<file path="config.mk">
export PLATFORM = sky130hd
export DESIGN_NAME = sample_delay_line
export DESIGN_NICKNAME = d
export VERILOG_FILES = /design/src/rtl/sample_delay_line.sv
export SDC_FILE = /design/constraint.sdc
export NUM_CORES = 1
export LEC_CHECK = 0
export ABC_AREA = 1
export CORE_ASPECT_RATIO = 0.9
export CORE_UTILIZATION = 48
export DETAILED_ROUTE_END_ITERATION = 8
export GPL_TIMING_DRIVEN = 0
export PLACE_DENSITY = 0.66
export SLEW_MARGIN = 10
export SYNTH_ARGS = -nofsm -noshare
export SYNTH_HDL_FRONTEND = slang
export SYNTH_SLANG_ARGS = --single-unit
</file>
<file path="constraint.sdc">
create_clock -name clk -period 4.1 [get_ports clk]
set_input_delay 0.82 -clock clk [delete_from_list [all_inputs] [get_ports clk]]
set_output_delay 0.82 -clock clk [all_outputs]
set_load 0.02 [all_outputs]
</file>
<file path="src/rtl/sample_delay_line.sv">
// Programmable sample delay line: a 16-entry circular buffer that re-emits each
// accepted sample D accepted samples later (D = 0..15), with a write-pointer wrap pulse.
module sample_delay_line #(
    parameter int DATA_W        = 8,
    parameter int DEFAULT_DELAY = 4
) (
    input  logic              clk,
    input  logic              rst_n,
    input  logic              in_valid,
    input  logic [DATA_W-1:0] in_data,
    input  logic [3:0]        delay_sel,
    input  logic              delay_load,
    output logic              out_valid,
    output logic [DATA_W-1:0] out_data,
    output logic              primed,
    output logic [3:0]        wr_ptr,
    output logic              wrap
);

    // Valid-only stream: a sample is taken on every rising edge where in_valid=1.
    // There is no ready; the block always accepts, and out_valid is a one-cycle qualifier.
    localparam logic [3:0] LP_DEFAULT_DELAY = 4'(DEFAULT_DELAY);

    logic [DATA_W-1:0] r_mem [0:15];
    logic [3:0]        r_wr_ptr;
    logic [3:0]        r_fill;
    logic [3:0]        r_delay_q;
    logic              r_out_valid;
    logic [DATA_W-1:0] r_out_data;
    logic              r_wrap;

    logic [3:0]        w_rd_addr;
    logic [DATA_W-1:0] w_rd_data;
    logic              w_primed;

    // Read happens before this edge's write, so D=15 still sees the oldest entry.
    assign w_rd_addr = r_wr_ptr - r_delay_q;
    assign w_rd_data = r_mem[w_rd_addr];
    assign w_primed  = (r_fill >= r_delay_q);

    always_ff @(posedge clk) begin
        if (in_valid) begin
            r_mem[r_wr_ptr] <= in_data;
        end
    end

    always_ff @(posedge clk or negedge rst_n) begin
        if (!rst_n) begin
            r_wr_ptr    <= 4'd0;
            r_fill      <= 4'd0;
            r_delay_q   <= LP_DEFAULT_DELAY;
            r_out_valid <= 1'b0;
            r_out_data  <= '0;
            r_wrap      <= 1'b0;
        end else begin
            r_out_valid <= 1'b0;
            r_wrap      <= 1'b0;
            if (in_valid) begin
                r_wr_ptr <= r_wr_ptr + 4'd1;
                r_wrap   <= (r_wr_ptr == 4'd15);
            end
            if (delay_load) begin
                // A coincident sample counts as the first sample of the new fill.
                r_delay_q <= delay_sel;
                r_fill    <= in_valid ? 4'd1 : 4'd0;
                if (in_valid && (delay_sel == 4'd0)) begin
                    r_out_valid <= 1'b1;
                    r_out_data  <= in_data;
                end
            end else if (in_valid) begin
                if (r_fill != 4'd15) begin
                    r_fill <= r_fill + 4'd1;
                end
                if (w_primed) begin
                    r_out_valid <= 1'b1;
                    r_out_data  <= (r_delay_q == 4'd0) ? in_data : w_rd_data;
                end
            end
        end
    end

    assign out_valid = r_out_valid;
    assign out_data  = r_out_data;
    assign primed    = w_primed;
    assign wr_ptr    = r_wr_ptr;
    assign wrap      = r_wrap;

endmodule
</file>
==> impl_summary.md <==
Worst setup path
The peak fanout along the critical path is 4. The type of element capturing the critical path is an output port. At the worst endpoint, the arrival time is 2.16 ns.

The category of the critical setup timing path is flip-flop to output port. The worst endpoint required time is 3.28 ns. The worst setup path is launched from a flip-flop.

Clocking
TritonCTS built the clock tree. The number of buffers on the longest clock path is 2. The source-to-sink clock delay at the later pin of the worst-skew pair is 0.43 ns.

Once the clock tree was built, the setup fixing pass inserted 0 buffers. The tree built by TritonCTS fans out to 150 sinks. The total clock buffers created by CTS is 17.

The buffer cell driving the clock tree root is clkbuf_16. The clock slew at the register clock pins of the worst setup and hold paths is 0.06 ns. The hold buffer count at CTS is 0. Post-CTS repair changed the size of 0 cells. The clock tree synthesis step divided the H-tree into 4 levels.

Synth
In this run the cell area of the synthesized design comes to 6670 um^2. For this run, the number of Yosys warnings is 0. In this run, distinct cell masters in the synthesized netlist total 27. Summing the sequential cell areas from Yosys gives 65.9% of the chip area. The number of synthesized flops with an enable pin is 128. In this run, synthesis produced a sequential element count of 150.

The number of nets in the synthesized netlist is 682. The top cell type by area accounts for 57.7% of the synthesized area. After synthesis, the share of flip-flops with an asynchronous set or reset is 14.7%. The cell type with the highest aggregate area in the netlist is edfxtp_1.

The commonest register cell after synthesis is edfxtp_1. After synthesis, the cell types taking the most area are edfxtp_1, nand2_1, nand3_1. Dividing the synthesized area by the synthesized cell count gives 10.2 um^2. The number of instances in the synthesized netlist is 653.

Detailed routing
The remaining antenna violation count after routing is 0. The sum of routed wire length over all layers is 15.1 mm. Summing over every cut layer, the via total after detailed routing is 4635. Dividing the detail-routed wire length by the instance count gives 17.1 um.

The detailed router finished its first iteration with 354 violations. The per-cell via count in the routed design is 5.26. For this run, design rule violations remaining after detail routing come to 0.

The first detailed-routing pass took 5 iterations.

Finish
The fraction of final layout cells sized beyond drive strength 1 is 7.14%. The number of filler cells placed in the layout is 1134. The finished layout holds 882 standard cells, fillers aside.

The growth of design area from synthesis to finish is 16.1%. The final standard cell area without fillers is 7740 um^2. The post-layout net count is 731. The antenna cell count is 0.

Pwr
Sequential cells account for 33.9% of the total power. The switching part of the total is 39.5%. The switching power of the nets is 0.00228 W. The peak supply drop is 376 uV. Summed over all cells, the static leakage comes to 3.28 nW.

For this design the ratio of total power to cell area is 744 nW/um^2. The share of total power dissipated in combinational logic is 40.1%. The internal cell power is 0.00348 W. The clock network power share is 26.0%.

Die
The initial utilization of the core area, before any placement, comes to 49.5%. The core area is 13500 um^2. During I/O placement, the number of pins put on the boundary was 31. The area of the die is 14400 um^2. The x dimension of the die is 126 um. The vertical die dimension is 114 um.

The number of standard-cell rows in the floorplan is 40.

Global routing
Across every metal layer, demand over resource in global routing totals 22.8%. Global routing used 37.4% of the available met2 tracks. In the global route stage, met3 resource usage came out at 6.24%. The first global-routing pass estimated 23.7 mm of wire. The number of global-route vias before repair came to 4557.

Global routing used 28.8% of the available met1 tracks. The layer with the highest usage after global routing is met2. The overall overflow remaining after global route is 0. The number of antenna violations at the first check in global routing is 0. The maximum number of pins on one net before global-route repair is 23.

Timing
The number of setup violations in the final report is 0. The final critical path takes up 72.8% of the cycle. The number of hold-slack violations in the final timing report is 0. The worst max-slew margin expressed relative to the limit is 31.0%. Timing would allow up to 335 MHz. Final hold analysis gives a worst-case slack of 0.497 ns.

The total negative slack is 0 ns. The post-route minimum period is 2.98 ns. Between clock sinks in the finished design, the worst skew comes to 0.00568 ns. The transition time of the tightest slew-check pin is 1.03 ns. Setup repair after global routing left no endpoint under its margin. The count of pins over their slew limit is 0.

Status
The flow ran to the end, and the final reports show no timing, DRC or antenna violations.

Placed design
The count of buffers added on input and output ports is 30. After detailed placement, the total cell area comes to 7180 um^2. The final estimated routing congestion in global placement is 0.853. Counting tap cells, the placed design contains a total of 851 instances. The half-perimeter wire length of the detailed placement result is 10.3 mm.

Min path
The min-delay analysis places its worst path in the category flip-flop to flip-flop.

Run
The tool flagged a number of max-cap violations equal to 0.
[routing by layer]
layer  wire length, um  vias to the layer above
met5                 0                        -
met4               281                        0
met3               950                       22
met2              7310                      146
met1              6560                     2210
li1                  -                     2257
[area by class of cell]
class | instances | area (um^2) | share of cell area, %
clock buffers | 17 | 425 | 5.50
flip-flops and latches | 150 | 4400 | 56.8
inverters | 80 | 300 | 3.88
plain buffers | 24 | 119 | 1.54
clock inverters | 14 | 136 | 1.76
multi-input cells | 399 | 1850 | 23.9
repair buffers | 30 | 300 | 3.88
well taps | 168 | 210 | 2.72
[cell usage after synthesis (2+ instances only)]
cell / count
nor2_1: 18
ha_1: 12
edfxtp_1: 128
o21ai_0: 8
nor4_1: 2
a21oi_1: 4
buf_2: 11
nand2_1: 230
nand4_1: 3
buf_4: 2
inv_1: 79
buf_1: 2
xor2_1: 3
nand3_1: 110
clkbuf_1: 8
dfrtp_1: 21
nand3_2: 2
[metrics by stage]
stage,utilization (%),setup slack (ns),total power (W)
2_1_floorplan,-,1.78,0.00350
3_3_place_gp,53.3,1.10,0.00421
4_1_cts,57.5,1.09,0.00576
6_report,57.5,1.12,0.00576
5_1_grt,57.5,0.977,0.00611
3_5_place_dp,53.3,1.02,0.00426
[power groups by stage]
stage,Combinational [W],Clock (W),Sequential (W)
after floorplan,0.00148,0,0.00202
after global placement,0.00224,0,0.00197
after detailed placement,0.00228,0,0.00198
after CTS,0.00230,0.00151,0.00195
after global routing,0.00257,0.00157,0.00197
final,0.00231,0.00149,0.00195
[worst max-delay path: stages, from the launching register on]
cell,delay [ns]
dfrtp_1,0.35
inv_1,0.10
ha_1,0.31
inv_1,0.04
o21bai_1,0.13
nand3_1,0.09
nand3_1,0.10
clkdlybuf4s50_1,0.61
[final timing paths]
check / startpoint / cells past startpoint / endpoint / slack, ns
max in group asynchronous: rst_n / 1 / wr_ptr[1] / 2.52
min in group asynchronous: rst_n / 1 / out_valid / 0.95
max: r_delay_q[1] / 7 / primed / 1.12
min: out_data[4] / 2 / out_data[4] / 0.50
min reg2reg: out_data[4] / 2 / out_data[4] / 0.50
max reg2reg: wr_ptr[0] / 13 / out_data[5] / 1.32
[placed cells by master, fill, tap and decap left out, drive strengths merged]
master / netlist / layout
clkinv: 0 / 8
dfstp: 1 / 1
buf: 16 / 16
xnor2: 1 / 1
clkdlybuf4s50: 0 / 30
inv: 80 / 81
o21ai: 8 / 8
xor2: 4 / 4
nand3: 112 / 112
nor4: 2 / 2
nand4: 3 / 3
bufinv: 0 / 2
a21oi: 4 / 4
nor2: 19 / 19
clkbuf: 8 / 25
clkinvlp: 0 / 3
dfrtp: 21 / 21
a32o: 1 / 1
nand2: 231 / 231
o21bai: 1 / 1
ha: 12 / 12
edfxtp: 128 / 128
fa: 1 / 1
[registers in the layout (all words and copies together) (netlist names)]
| name | cells |
|---|---|
| r_fill | 4 |
| wrap | 1 |
| r_mem | 128 |
| out_data | 8 |
| out_valid | 1 |
| r_delay_q | 4 |
| wr_ptr | 4 |
[cell families after synthesis]
logic type	Yosys count	synth area share, %
simple gates	367	23.2
xor+xnor	5	0.882
compound gates	14	1.16
flops	150	65.9
fa+ha+maj	13	2.55
buf+inv	104	6.29
No activity file was read; power rests on OpenSTA's default activity.
